**src/rtl/pulse_stretcher_pkg.sv**
```systemverilog
// Shared types and constants for the pulse stretcher block.
// Optional retrigger behaviour is selected in pulse_stretcher.sv via STRETCH_RETRIGGER_EN.
package pulse_pkg;

  localparam int DEFAULT_LEN_W   = 8;
  localparam int DEFAULT_HOLDOFF = 4;

  typedef enum logic [1:0] {
    IDLE    = 2'd0,
    STRETCH = 2'd1,
    HOLD    = 2'd2
  } stretch_state_t;

  // done and ovr are single-cycle, active-high pulses
  typedef logic pulse_t;
  localparam pulse_t PULSE_ON  = 1'b1;
  localparam pulse_t PULSE_OFF = 1'b0;

  // Bits needed to hold values 0..max_val (at least one bit)
  function automatic int count_w(input int max_val);
    return (max_val < 2) ? 1 : $clog2(max_val + 1);
  endfunction

endpackage

```
**src/rtl/pulse_stretcher_if.sv**
```systemverilog
// Trigger/length inputs and stretched/status outputs of the pulse stretcher.
// Optional retrigger behaviour is selected in pulse_stretcher.sv via STRETCH_RETRIGGER_EN.
interface pulse_stretcher_if
  import pulse_pkg::*;
#(
  parameter int LEN_W = DEFAULT_LEN_W
) ();

  logic             trig;
  logic [LEN_W-1:0] len;
  logic             dout;
  pulse_t           done;
  pulse_t           ovr;

  modport master (output trig, output len, input dout, input done, input ovr);
  modport slave  (input trig, input len, output dout, output done, output ovr);

endinterface

```
**src/rtl/pulse_stretcher_counter.sv**
```systemverilog
// Loadable down-counter that saturates at zero; load has priority over enable.
// Optional retrigger behaviour is selected in pulse_stretcher.sv via STRETCH_RETRIGGER_EN.
module stretch_counter #(
  parameter int W = 8
) (
  input  logic         clk,
  input  logic         rst_n,
  input  logic         load,
  input  logic         en,
  input  logic [W-1:0] value,
  output logic         zero
);

  logic [W-1:0] count_r;

  // Counter register: load, saturating decrement, or hold
  always_ff @(posedge clk or negedge rst_n) begin
    if (!rst_n) begin
      count_r <= '0;
    end else if (load) begin
      count_r <= value;
    end else if (en && (count_r != '0)) begin
      count_r <= count_r - W'(1);
    end else begin
      count_r <= count_r;
    end
  end

  assign zero = (count_r == '0);

endmodule

```
**src/rtl/pulse_stretcher.sv**
```systemverilog
// Stretches a one-cycle trigger into a len-cycle level, followed by a HOLDOFF rejection window.
// Define STRETCH_RETRIGGER_EN to let a trigger during a stretch restart it.
module pulse_stretcher
  import pulse_pkg::*;
#(
  parameter int LEN_W   = DEFAULT_LEN_W,
  parameter int HOLDOFF = DEFAULT_HOLDOFF
) (
  input  logic              clk,
  input  logic              rst_n,
  pulse_stretcher_if.slave  bus
);

  localparam int              HOLD_W    = count_w(HOLDOFF - 1);
  localparam logic [HOLD_W-1:0] HOLD_LOAD = (HOLDOFF > 0) ? HOLD_W'(HOLDOFF - 1) : '0;

  stretch_state_t state_r;
  stretch_state_t state_s;
  logic           len_nz_s;
  logic           retrig_s;
  logic           stretch_load_s;
  logic           hold_load_s;
  logic           stretch_zero_s;
  logic           hold_zero_s;
  pulse_t         done_s;
  pulse_t         ovr_s;
  logic           dout_r;
  pulse_t         done_r;
  pulse_t         ovr_r;

  assign len_nz_s = (bus.len != '0);

`ifdef STRETCH_RETRIGGER_EN
  assign retrig_s = bus.trig & len_nz_s;
`else
  assign retrig_s = 1'b0;
`endif

  // Counters hold (remaining - 1) so the zero flag marks the last cycle of a phase
  stretch_counter #(.W(LEN_W)) u_stretch_cnt (
    .clk   (clk),
    .rst_n (rst_n),
    .load  (stretch_load_s),
    .en    (state_r == STRETCH),
    .value (bus.len - LEN_W'(1)),
    .zero  (stretch_zero_s)
  );

  stretch_counter #(.W(HOLD_W)) u_hold_cnt (
    .clk   (clk),
    .rst_n (rst_n),
    .load  (hold_load_s),
    .en    (state_r == HOLD),
    .value (HOLD_LOAD),
    .zero  (hold_zero_s)
  );

  // Next-state, counter control and pulse decode
  always_comb begin
    state_s        = state_r;
    stretch_load_s = 1'b0;
    hold_load_s    = 1'b0;
    done_s         = PULSE_OFF;
    ovr_s          = PULSE_OFF;
    case (state_r)
      IDLE: begin
        if (bus.trig && len_nz_s) begin
          stretch_load_s = 1'b1;
          state_s        = STRETCH;
        end else begin
          ovr_s   = bus.trig;
          state_s = IDLE;
        end
      end
      STRETCH: begin
        if (retrig_s) begin
          stretch_load_s = 1'b1;
          state_s        = STRETCH;
        end else begin
          ovr_s = bus.trig;
          if (stretch_zero_s) begin
            done_s = PULSE_ON;
            if (HOLDOFF > 0) begin
              hold_load_s = 1'b1;
              state_s     = HOLD;
            end else begin
              state_s = IDLE;
            end
          end else begin
            state_s = STRETCH;
          end
        end
      end
      HOLD: begin
        ovr_s = bus.trig;
        if (hold_zero_s) begin
          state_s = IDLE;
        end else begin
          state_s = HOLD;
        end
      end
      default: begin
        state_s = IDLE;
      end
    endcase
  end

  // State and registered outputs
  always_ff @(posedge clk or negedge rst_n) begin
    if (!rst_n) begin
      state_r <= IDLE;
      dout_r  <= 1'b0;
      done_r  <= PULSE_OFF;
      ovr_r   <= PULSE_OFF;
    end else begin
      state_r <= state_s;
      dout_r  <= (state_s == STRETCH);
      done_r  <= done_s;
      ovr_r   <= ovr_s;
    end
  end

  assign bus.dout = dout_r;
  assign bus.done = done_r;
  assign bus.ovr  = ovr_r;

endmodule

```
**src/flat_wrapper.sv**
```systemverilog
// flat-port wrapper written by rule: the top's interface ports become plain ports
module pulse_stretcher_flat import pulse_pkg::*;
#(
  parameter int LEN_W   = DEFAULT_LEN_W,
  parameter int HOLDOFF = DEFAULT_HOLDOFF
)
  (clk, rst_n, bus_trig, bus_len, bus_dout, bus_done, bus_ovr);
  pulse_stretcher_if #(.LEN_W(LEN_W)) bus_i ();
  input  logic clk;
  input  logic rst_n;
  input wire logic [$bits(bus_i.trig)-1:0] bus_trig;
  input wire logic [$bits(bus_i.len)-1:0] bus_len;
  output wire logic [$bits(bus_i.dout)-1:0] bus_dout;
  output wire logic [$bits(bus_i.done)-1:0] bus_done;
  output wire logic [$bits(bus_i.ovr)-1:0] bus_ovr;
  assign bus_i.trig = bus_trig;
  assign bus_i.len = bus_len;
  assign bus_dout = bus_i.dout;
  assign bus_done = bus_i.done;
  assign bus_ovr = bus_i.ovr;
  pulse_stretcher #(.LEN_W(LEN_W), .HOLDOFF(HOLDOFF)) u_core (.clk(clk), .rst_n(rst_n), .bus(bus_i));
endmodule
```
**config.mk**
```make
export PLATFORM = sky130hd
export DESIGN_NAME = pulse_stretcher_flat
export DESIGN_NICKNAME = d
export VERILOG_FILES = /design/src/rtl/pulse_stretcher_pkg.sv /design/src/rtl/pulse_stretcher_if.sv /design/src/rtl/pulse_stretcher_counter.sv /design/src/rtl/pulse_stretcher.sv /design/src/flat_wrapper.sv
export SDC_FILE = /design/constraint.sdc
export NUM_CORES = 1
export LEC_CHECK = 0
export CAP_MARGIN = 15
export CORE_MARGIN = 3
export CORE_UTILIZATION = 30
export CTS_BUF_LIST = sky130_fd_sc_hd__clkbuf_2
export DETAILED_ROUTE_END_ITERATION = 8
export SLEW_MARGIN = 20
export SYNTH_ARGS = -nofsm -noshare
export SYNTH_HDL_FRONTEND = slang
export SYNTH_HIERARCHICAL = 1
export SYNTH_SLANG_ARGS = --single-unit
```
**constraint.sdc**
```tcl
create_clock -name clk -period 2.5 [get_ports clk]
set_input_delay 0.25 -clock clk [delete_from_list [all_inputs] [get_ports clk]]
set_output_delay 0.25 -clock clk [all_outputs]
set_load 0.005 [all_outputs]
```
* Word level (Yosys, flattened, before mapping)
Index checks and enable logic that the tools add are counted.
Cells by class: add/subtract/negate cells 3, mux-type cells 14, reductions and logical operators 12, equal/unequal tests 3
Operators by type and width (number):
- $mux W8 | 2
- $reduce_bool A8 Y1 | 2
- $sub A8 B1 Y8 const B | 2
- $logic_not A8 Y1 | 1
- $mux W2 | 4
- $mux W1 | 6
- $pmux W2 S3 | 1
- $reduce_bool A2 Y1 | 3
- $eq A2 B1 Y1 const B | 2
- $logic_not A2 Y1 | 2
- $logic_and A1 B1 Y1 | 3
- $eq A2 B2 Y1 const B | 1
- $pmux W1 S2 | 1
- $reduce_or A2 Y1 | 1
- $sub A2 B1 Y2 const B | 1
Storage, ports and cells: output and inout port bits 3, bits of input ports 11, register bits after elaboration 15

* Longest topological paths before layout
Gate-level depths: netlist (run 1).
depth after elaboration 5, depth in mapped cells 8

* By module
The synthesis (run 1) kept the hierarchy.
Modules (own cells, without submodules):
- stretch_counter (u_core.u_stretch_cnt) | seq. area each 200.2 sq um, cells an instance 58, instances 1, area an instance 528.0 sq um
- pulse_stretcher | seq. area each 125.1 sq um, cells an instance 47, instances 1, area an instance 416.6 sq um
- stretch_counter (u_core.u_hold_cnt) | seq. area each 50.0 sq um, cells an instance 13, instances 1, area an instance 132.6 sq um

* Least setup slack after synthesis (run 1)
No wires, ideal clock.
kind reg-to-reg, start register u_core.u_stretch_cnt.count_r[0], end register u_core.u_hold_cnt.count_r[1], period minus slack after synthesis 1.839 ns, arrival 1.692 ns, slack 0.661 ns, stages on the path, launching flop included 8, cells stage by stage dfrtp_1 inv_1 ha_1 or3b_2 nor2_1 and2_1 or4b_1 o311ai_0
On the way: cells in the longest elaborated chain, start to end 4, elaborated cells between the ends (all ways) 5
RTL lines:
- start: declaration | line pulse_stretcher_counter.sv:14 | logic [W-1:0] count_r;
- start signal: assignment | line pulse_stretcher_counter.sv:21 | count_r <= value;
- start signal: assignment | line pulse_stretcher_counter.sv:23 | count_r <= count_r - W'(1);
- start signal: assignment | line pulse_stretcher_counter.sv:25 | count_r <= count_r;
- $logic_not A8 Y1 (*) | line pulse_stretcher_counter.sv:29 | assign zero = (count_r == '0);
- via u_core.stretch_zero_s | line pulse_stretcher.sv:23 | logic stretch_zero_s;
- $mux W1 (*) | line pulse_stretcher.sv:81 | if (stretch_zero_s) begin
- $mux W1 (*) | line pulse_stretcher.sv:65 | case (state_r)
- via u_core.done_s | line pulse_stretcher.sv:25 | pulse_t done_s;
- $mux W2 / $reduce_bool A2 Y1 (equally long branches)
- end signal: assignment | line pulse_stretcher_counter.sv:21
- end signal: assignment | line pulse_stretcher_counter.sv:23
- end signal: assignment | line pulse_stretcher_counter.sv:25
- end: declaration | line pulse_stretcher_counter.sv:14
Mark *: on every way through the listed nets, which the timed path passes. The rest lies on a longest branch. A chain may end at the register's enable or synchronous reset.

* Final worst setup path (run 1)
Same ends and word-level chain as after synthesis.

==> results of run 1 <==
[cells in the mapped netlist, types with 2 or more instances]
library cell	instances
ha_1	9
a21oi_1	4
nand4_1	2
nand2_1	11
dfrtp_1	15
a31oi_1	3
inv_1	10
nor3b_1	3
nand3_1	2
xor2_1	2
nor3_1	4
o21ai_0	2
nor2b_1	2
xnor2_1	3
nor2_1	9
a221o_1	2
or4b_1	2
o31ai_1	2
or4_1	3
[layout by cell type (no fill, tap or decap), drive strengths merged, types with 3 or more instances in the layout]
cell,instances
dfrtp,15
clkdlybuf4s50,13
nand2,11
inv,10
nor2,10
ha,9
clkbuf,4
nor3,4
a21oi,4
or4,4
nor3b,4
a31oi,3
xnor2,3
[layout make-up]
type	count	area share
Clock buffer	4	0.0155
Tap cell	46	0.0444
Multi-Input combinational cell	91	0.506
Sequential cell	15	0.290
Timing Repair Buffer	15	0.112
Inverter	11	0.0319
[metrics by stage]
| stage | instance area, um2 | power, mW | setup WS [ps] | hold WS [ps] |
|---|---|---|---|---|
| finish | 1290 | 0.415 | 376 | 358 |
| global route | 1290 | 0.434 | 239 | 408 |
| CTS | 1290 | 0.423 | 368 | 380 |
| detailed placement | 1270 | 0.296 | 209 | 577 |
| global placement | 1270 | 0.295 | 288 | 564 |
| floorplan | 1080 | 0.264 | 661 | -45.6 |
[flip-flops by register name, summed over array words and instances (netlist names)]
name / flops
u_core/bus.dout: 1
u_core/u_hold_cnt/count_r: 2
u_core/bus.done: 1
u_core/bus.ovr: 1
u_core/u_stretch_cnt/count_r: 8
u_core/state_r: 2
[layer usage]
| layer | wire length (um) | part of all wire | up-vias | GRT usage |
|---|---|---|---|---|
| met5 | 0 | 0 | - | 0 |
| met4 | 20 | 0.0090 | 0 | 0.0544 |
| met3 | 88 | 0.040 | 2 | 0.0170 |
| met2 | 1060 | 0.48 | 20 | 0.179 |
| met1 | 1060 | 0.48 | 428 | 0.147 |
| li1 | - | - | 468 | - |
[logic make-up (layout without fill, tap and decap cells)]
kind of cell / count (synthesis) / count (layout) / share of synthesized area
buffers and inverters: 13 / 30 / 0.0465
flip-flops: 15 / 15 / 0.348
other: 1 / 2 / 0.00348
AND/OR/NAND/NOR: 49 / 49 / 0.268
XOR/XNOR: 5 / 5 / 0.0407
AO/OA/AOI/OAI: 26 / 26 / 0.188
adder cells (fa/ha/maj): 9 / 9 / 0.105
[power by group]
group / leakage, nW / internal [mW] / switching [mW]
Sequential: 0.166 / 0.244 / 0.000178
Combinational: 0.370 / 0.0243 / 0.0225
Clock: 0.0166 / 0.0424 / 0.0819
[how the worst max path moves through the flow]
stage                                     from                              end  slack [ps]  cells after the start
6_report       u_core/u_stretch_cnt/count_r[0]     u_core/u_hold_cnt/count_r[1]         380                      7
5_1_grt        u_core/u_stretch_cnt/count_r[0]     u_core/u_hold_cnt/count_r[1]         240                      7
4_1_cts        u_core/u_stretch_cnt/count_r[0]     u_core/u_hold_cnt/count_r[1]         370                      7
3_5_place_dp                        bus_len[2]  u_core/u_stretch_cnt/count_r[3]         210                      6
3_3_place_gp                        bus_len[2]  u_core/u_stretch_cnt/count_r[3]         290                      6
2_1_floorplan  u_core/u_stretch_cnt/count_r[0]     u_core/u_hold_cnt/count_r[1]         660                      7
==> key figures, run 1 <==
Run status
  • Status: finished, final reports clean

Routing
  • Vias per cell: 5.04
  • DRT antenna net count: 0
  • DRT Wirelength: ~2200 um
  • Routed wire per std cell: about 12 um
  • Initial drt markers: 30
  • Vias post-DR: between 900 and 1000
  • Pre-antenna DRT Iters: 4
  • Residual DRC count: 0

Global route
  • First-pass GRT wire length: 3730 um
  • Largest net degree at the start of global routing: 16
  • Gr usage total: 0.112
  • Gr ovfl total: 0
  • Antenna violations before repair: 0
  • Vias in the first global route: about 860

Flow run
  • Max_cap viols: 0

Yosys
  • Yosys warnings: 6
  • Netlist cell types: 47
  • Sequential area share after synthesis: 0.348
  • Post-synth top area cell: dfrtp_1
  • Synth top area share: 0.348
  • Number of flops mapped to enable cells by yosys: 0
  • Register bit total from synthesis: 15
  • Gate count of the mapped netlist: 118
  • Mapped Avg Cell Area: roughly 9.1 um2
  • Synth area leaders: dfrtp_1, ha_1, nand2_1
  • Ys flop type: dfrtp_1
  • Async SR Flop Fraction: 1.00
  • Post-synth design cell area: roughly 0.0011 mm2

Critical path
  • CP Capture Type: flip-flop
  • Setup CP Type: reg2reg
  • CP cell instances: inv_1, ha_1, or3b_2, nor2_1, and2_1, or4b_1, o311ai_0
  • Critical Path AT: roughly 2300 ps
  • Critical Path RT: between 2000 and 3000 ps
  • Top Family by Delay on Critical Path: simple AND/OR/NAND/NOR gates
  • Slowest-stage cell, CP: or3b_2
  • Worst setup SP type: flip-flop
  • Bufs and invs on worst path: 1
  • FF-to-FF path depth: 7
  • Crit-path max FO: 8
  • Largest stage delay, worst path: 490 ps
  • FF-to-FF End: u_core/u_hold_cnt/count_r[1]
  • Critical R2R Launch: u_core/u_stretch_cnt/count_r[0]
  • Setup slack, reg-to-reg: around 380 ps

CTS
  • Clk root buf: clkbuf_2
  • # resized after CTS: 0
  • Post-CTS Setup Bufs: 0
  • Hold buffers post-CTS: 0
  • CTS clock-pin slew for the worst setup and hold paths: 150 ps
  • CTS max path bufs: 2
  • TritonCTS buffer count: 3
  • H-tree levels: 1
  • Clk_lat worst skew: 290 ps
  • Clk sinks: 15
  • CTS tree: yes

STA
  • Fmax: roughly 0.47 GHz
  • Crit path time final: roughly 2100 ps
  • Actual slew at the worst max-slew pin: ~700 ps
  • RSZ-0062 raised after global routing: false
  • Final hold violations: 0
  • Final setup fails: 0
  • Setup TNS: 0 ps
  • Skew final: 5.67 ps
  • Final period util: 0.850
  • Slew Limit Fails: 0
  • Relative slew slack: 0.531

Floorplanning
  • Die width: ~66 um
  • Die ar.: around 0.0043 mm2
  • Die Y: between 60 and 70 um
  • Row count: 21
  • Core area: 0.00339 mm2
  • Initial Util: 0.318
  • Num ports: 14

Power
  • Maximum vdd drop: ~0.14 mV
  • Power Dens Cells: roughly 320 mW/mm2
  • Lkg Pwr: 0.553 nW

Final layout
  • # nets final: approximately 160
  • Sequential cell area: approximately 380 um2
  • Final std cells w/o fill: between 150 and 200
  • Area Growth Syn to Fin: 20.2%
  • Fill count: approximately 340
  • # diodes: 0
  • Layout cells sized above 1: 0.103
  • Core Util, Final: 0.382
  • Multi-input gate area: roughly 660 um2

Place
  • Hpwl dp: ~1700 um
  • Final GP Congestion: roughly 0.83
  • Port bufs: 13
  • Dpl cells: approximately 180

Hold path
  • Hold Path Class: in2async
(Power assumes the default switching activity.)
==> inputs of run 2 (changes only) <==
==> constraint.sdc (replaced) <==
create_clock -name clk -period 1.73 [get_ports clk]
set_input_delay 0.173 -clock clk [delete_from_list [all_inputs] [get_ports clk]]
set_output_delay 0.173 -clock clk [all_outputs]
set_load 0.005 [all_outputs]
==> key figures, run 2 (synthesis results as in run 1) <==
Run status
  • Status: finished, final reports clean

CTS
  • H-tree levels: 1
  • Clk root buf: clkbuf_2
  • CTS clock-pin slew for the worst setup and hold paths: around 150 ps
  • Clk_lat worst skew: around 280 ps
  • CTS tree: yes
  • TritonCTS buffer count: 3
  • CTS max path bufs: 2
  • Hold buffers post-CTS: 0
  • Clk sinks: 15

Final layout
  • # nets final: 195
  • Max FFs per register: 8
  • Area Growth Syn to Fin: 53.7%
  • Largest register by flop count: u_core/u_stretch_cnt/count_r
  • Commonest non-fill, non-tap cell in the layout: buf_4
  • Biggest regs: u_core/u_stretch_cnt/count_r: 8 flops, u_core/state_r: 2 flops, u_core/u_hold_cnt/count_r: 2 flops
  • Commonest non-fill, non-tap cells in the layout: buf_4, dfrtp_1, clkdlybuf4s50_1
  • # diodes: 0
  • Layout cells sized above 1: 0.374

Critical path
  • Most used cell, CP: buf_4
  • Slowest-stage cell, CP: dfrtp_1
  • Setup CP Type: reg2reg
  • Worst setup SP type: flip-flop
  • CP Capture Type: flip-flop
  • CP cell instances: buf_4, buf_4, or3b_4, buf_4, o211a_1, a221o_1
  • Critical Path AT: ~1900 ps
  • Crit-path max FO: 4
  • Critical Path RT: between 1500 and 2000 ps
  • Largest stage delay, worst path: approximately 400 ps

Global route
  • Vias in the first global route: ~1100
  • Antenna violations before repair: 0
  • Gr usage total: 0.136
  • Gr ovfl total: 0
  • Met3 Use GR: 0.0102
  • Largest net degree at the start of global routing: 16
  • Global Route met1 Usage: 0.163
  • GR peak layer: met2
  • M2 GR Usage: 0.244
  • First-pass GRT wire length: approximately 4500 um

Power
  • Power Dens Cells: between 300 and 400 mW/mm2
  • Maximum vdd drop: roughly 0.13 mV
  • Overall power: slightly above 0.6 mW
  • Lkg Pwr: 0.747 nW

STA
  • RSZ-0062 raised after global routing: true
  • Fmax: approximately 0.58 GHz
  • Crit path time final: roughly 1700 ps
  • Actual slew at the worst max-slew pin: approximately 520 ps
  • Final setup fails: 0
  • Worst Slack Setup Final: around 3.4 ps
  • Final hold violations: 0
  • Skew final: between 5 and 6 ps
  • Relative slew slack: 0.651
  • Final period util: 0.998
  • Slew Limit Fails: 0

Floorplanning
  • Initial Util: 0.318
  • Num ports: 14
  • Die Y: 65.9 um
  • Row count: 21
  • Core area: about 0.0034 mm2
  • Die width: 65.9 um
  • Die ar.: about 0.0043 mm2

Routing
  • DRT antenna net count: 0
  • Routed wire per std cell: 12.6 um
  • DRT Wirelength: approximately 2800 um
  • Residual DRC count: 0
  • Vias per cell: 4.90
  • Vias post-DR: 1078
  • Pre-antenna DRT Iters: 4
  • Initial drt markers: 34

Place
  • Hpwl dp: between 2000 and 2500 um
  • Setup slack at placement: -272 ps
  • Final GP Congestion: 0.888
  • Port bufs: 13

Hold path
  • Hold Path Class: in2async

Flow run
  • Max_cap viols: 0
-- run 2: cell count changes in the layout (fill, tap and decap cells not counted), moves of 2 or more --
cell | before | now
or4b_1 | 2 | 0
buf_4 | 2 | 40
ha_1 | 9 | 7
inv_2 | 0 | 2
or4b_4 | 0 | 2
inv_1 | 10 | 8
or3b_4 | 0 | 2
-- run 2: where the power goes --
group	switching (mW)	internal [mW]	total [mW]	leakage (nW)
logic	0.0395	0.0550	0.0945	0.564
clock network	0.112	0.0613	0.174	0.0166
registers	0.000324	0.352	0.352	0.166
total	0.152	0.468	0.620	0.747
-- run 2: cell type report --
| type | count | area [um2] |
|---|---|---|
| flip-flops and latches | 15 | 375 |
| inverters | 11 | 42.5 |
| multi-input cells | 91 | 729 |
| well taps | 46 | 57.6 |
| fillers | 321 | 1730 |
| clock buffers | 4 | 20.0 |
| repair buffers | 53 | 430 |
-- run 2: per-layer routing --
layer,routed length (um),vias to the layer above
met5,0,-
met4,30,0
met3,116,2
met2,1380,26
met1,1230,504
li1,-,546
-- run 2: stage by stage --
stage / cells / TNS (ps) / cell area, um2 / util / hold slack, ps
floorplan: 119 / 0 / 1110 / - / -123
global placement: 213 / -1410 / 1560 / 0.461 / 510
detailed placement: 213 / -1700 / 1560 / 0.461 / 508
CTS: 219 / 0 / 1620 / 0.479 / 169
global route: 220 / -181 / 1660 / 0.488 / 174
finish: 220 / 0 / 1660 / 0.488 / 178
-- run 2: worst max-delay path, delay by kind of cell, from the launching register on --
kind | cells | cell delay (ps)
buf+inv | 3 | 410
compound gates | 2 | 450
simple gates | 1 | 390
flops | 1 | 400
-- run 2: final timing paths --
kind	from	cells after the start	to	slack, ps
hold reg to reg	u_core/u_hold_cnt/count_r[1]	2	u_core/u_hold_cnt/count_r[1]	630
setup reg to reg	u_core/u_stretch_cnt/count_r[0]	6	u_core/u_stretch_cnt/count_r[5]	3
min in group clk	u_core/u_hold_cnt/count_r[1]	2	u_core/u_hold_cnt/count_r[1]	630
hold / removal	rst_n	2	u_core/u_stretch_cnt/count_r[2]	180
setup / recovery	u_core/u_stretch_cnt/count_r[0]	6	u_core/u_stretch_cnt/count_r[5]	3
max in group asynchronous	rst_n	2	u_core/bus.ovr	1380
-- run 2: repair_timing --
item,CTS,global route
endpoints found under the setup margin,8,11
gates resized for setup,7,4
pin swaps,1,1
setup buffers,2,1
==> inputs of run 3 (changes only) <==
--- a/config.mk
+++ b/config.mk
@@ -10,8 +10,8 @@
 export CORE_UTILIZATION = 30
 export CTS_BUF_LIST = sky130_fd_sc_hd__clkbuf_2
 export DETAILED_ROUTE_END_ITERATION = 8
+export SETUP_SLACK_MARGIN = 0.02
 export SLEW_MARGIN = 20
 export SYNTH_ARGS = -nofsm -noshare
 export SYNTH_HDL_FRONTEND = slang
-export SYNTH_HIERARCHICAL = 1
 export SYNTH_SLANG_ARGS = --single-unit
==> key figures, run 3 <==
Place
  • Setup slack at placement: -546 ps
  • Dpl cells: around 180
  • Placed Instance Area: roughly 0.0014 mm2
  • Port bufs: 13
  • Final GP Congestion: around 0.84
  • Hpwl dp: 2070 um

Yosys
  • Mapped Avg Cell Area: 9.74 um2
  • Yosys warnings: 0
  • Syn nets: 120
  • Ys flop type: dfrtp_1
  • Post-synth top area cell: dfrtp_1
  • Synth top area share: 0.374
  • Register bit total from synthesis: 15
  • Post-synth design cell area: between 0.001 and 0.0015 mm2
  • Netlist cell types: 40
  • Count leader, synth: dfrtp_1
  • Number of flops mapped to enable cells by yosys: 0
  • Sequential area share after synthesis: 0.374
  • Gate count of the mapped netlist: a little over 100
  • Synth top cells by count: dfrtp_1, nor2_1, nand2_1
  • Synth area leaders: dfrtp_1, ha_1, xnor2_1
  • Async SR Flop Fraction: 1.00

STA
  • Setup TNS: -834 ps
  • Slew Limit Fails: 0
  • RSZ-0062 raised after global routing: true
  • Final hold violations: 0
  • Final period util: 1.18
  • Worst Slack Setup Final: -315 ps
  • Fmax: roughly 0.49 GHz
  • Skew final: ~5.9 ps
  • Relative slew slack: 0.775
  • Actual slew at the worst max-slew pin: 334 ps
  • Final setup fails: 3
  • Crit path time final: 2040 ps

Routing
  • Vias post-DR: a little over 1000
  • Routed wire per std cell: 15.0 um
  • Residual DRC count: 0
  • Vias per cell: a little over 5
  • DRT Wirelength: just under 3000 um
  • Pre-antenna DRT Iters: 4
  • DRT antenna net count: 0
  • Initial drt markers: 83

Final layout
  • Layout cells sized above 1: 0.432
  • Commonest non-fill, non-tap cell in the layout: buf_4
  • Multi-input gate area: between 700 and 800 um2
  • Biggest regs: u_core.u_stretch_cnt.count_r: 8 flops, u_core.state_r: 2 flops, u_core.u_hold_cnt.count_r: 2 flops
  • Final std cells w/o fill: roughly 200
  • Cell area after layout: ~0.0016 mm2
  • Area Growth Syn to Fin: 58.4%
  • Fill count: approximately 290
  • # diodes: 0
  • Commonest non-fill, non-tap cells in the layout: buf_4, dfrtp_1, clkdlybuf4s50_1
  • Sequential cell area: 377 um2
  • Max FFs per register: 8
  • # nets final: roughly 170
  • Largest register by flop count: u_core.u_stretch_cnt.count_r

Power
  • Lkg Pwr: around 0.7 nW
  • Overall power: 0.858 mW
  • Maximum vdd drop: roughly 0.19 mV
  • Power Dens Cells: 540 mW/mm2

Critical path
  • Critical Path AT: 2230 ps
  • FF-to-FF path depth: 11
  • Worst setup SP type: flip-flop
  • Setup CP Type: reg2reg
  • Setup slack, reg-to-reg: -310 ps
  • Critical Path RT: 1910 ps
  • Crit-path max FO: 3
  • CP Capture Type: flip-flop

Global route
  • Gr usage total: 0.155
  • Gr ovfl total: 0
  • Largest net degree at the start of global routing: 16
  • First-pass GRT wire length: about 4900 um
  • Vias in the first global route: about 1100
  • Antenna violations before repair: 0

CTS
  • Clk root buf: clkbuf_2
  • Clk sinks: 15
  • CTS max path bufs: 2
  • Hold buffers post-CTS: 0
  • CTS tree: yes
  • TritonCTS buffer count: 3
  • Clk_lat worst skew: roughly 300 ps
  • H-tree levels: 1
  • CTS clock-pin slew for the worst setup and hold paths: 160 ps

Floorplanning
  • Die ar.: 0.00407 mm2
  • Die width: 63.8 um
  • Num ports: 14
  • Row count: 20
  • Core area: 0.00313 mm2
  • Initial Util: 0.321
  • Die Y: 63.8 um

Flow run
  • Max_cap viols: 0

Hold path
  • Hold Path Class: in2async

Run status
  • Status: finished with violations
  • Violated checks: setup timing
==> run 3: timing repair <==
item                                    CTS  global route
resized for setup                         7            14
pin swaps                                 5            13
buffers inserted                         11             6
endpoints found under the setup margin    4            10
==> run 3: final timing paths <==
| check | start | end |
|---|---|---|
| hold / removal | rst_n | u_core.u_hold_cnt.count_r[1] |
| setup reg to reg | u_core.state_r[0] | u_core.u_stretch_cnt.count_r[6] |
| hold reg to reg | u_core.u_hold_cnt.count_r[1] | u_core.u_hold_cnt.count_r[1] |
| max in group asynchronous | rst_n | u_core.u_stretch_cnt.count_r[0] |
| setup / recovery | u_core.state_r[0] | u_core.u_stretch_cnt.count_r[6] |
| min in group clk | u_core.u_hold_cnt.count_r[1] | u_core.u_hold_cnt.count_r[1] |
==> run 3: cells by family after synthesis <==
logic type / Yosys count / synth area share
mux: 2 / 0.0200
buf+inv: 7 / 0.0349
fa+ha+maj: 6 / 0.0748
flops: 15 / 0.374
simple gates: 41 / 0.242
compound gates: 23 / 0.176
xor+xnor: 9 / 0.0785
==> run 3: worst max-delay path, cell delays in order (launching register included) <==
cell and delay (ps):
dfrtp_1 420, inv_2 80, ha_4 150, nand2_4 50
a31o_4 220, buf_6 120, a21oi_2 110, ha_2 210
nand2_4 70, a21o_1 190, o311ai_2 210, o211ai_1 110
==> run 3: power breakdown <==
part | internal [mW] | switching (mW) | total [mW]
logic | 0.157 | 0.138 | 0.295
clock network | 0.0523 | 0.122 | 0.175
registers | 0.369 | 0.0199 | 0.389
==> run 3: metrics by stage <==
stage	utilization	hold slack [ps]
after floorplan	-	-123
after global placement	0.442	500
after detailed placement	0.442	509
after CTS	0.482	160
after global routing	0.508	148
final	0.508	159
==> run 3: final cells by class <==
type	count	area share
sequential	15	0.237
clock inverter	1	0.00315
inverter	5	0.0118
tap	44	0.0346
multi-input combinational	81	0.443
timing repair buffer	50	0.261
clock buffer	3	0.00945
==> run 3: per-layer routing <==
layer	GRT usage	up-vias	wire [um]
li1	-	484	-
met1	0.191	494	1260
met2	0.258	35	1500
met3	0.0158	6	151
met4	0.0970	0	63
met5	0	-	0
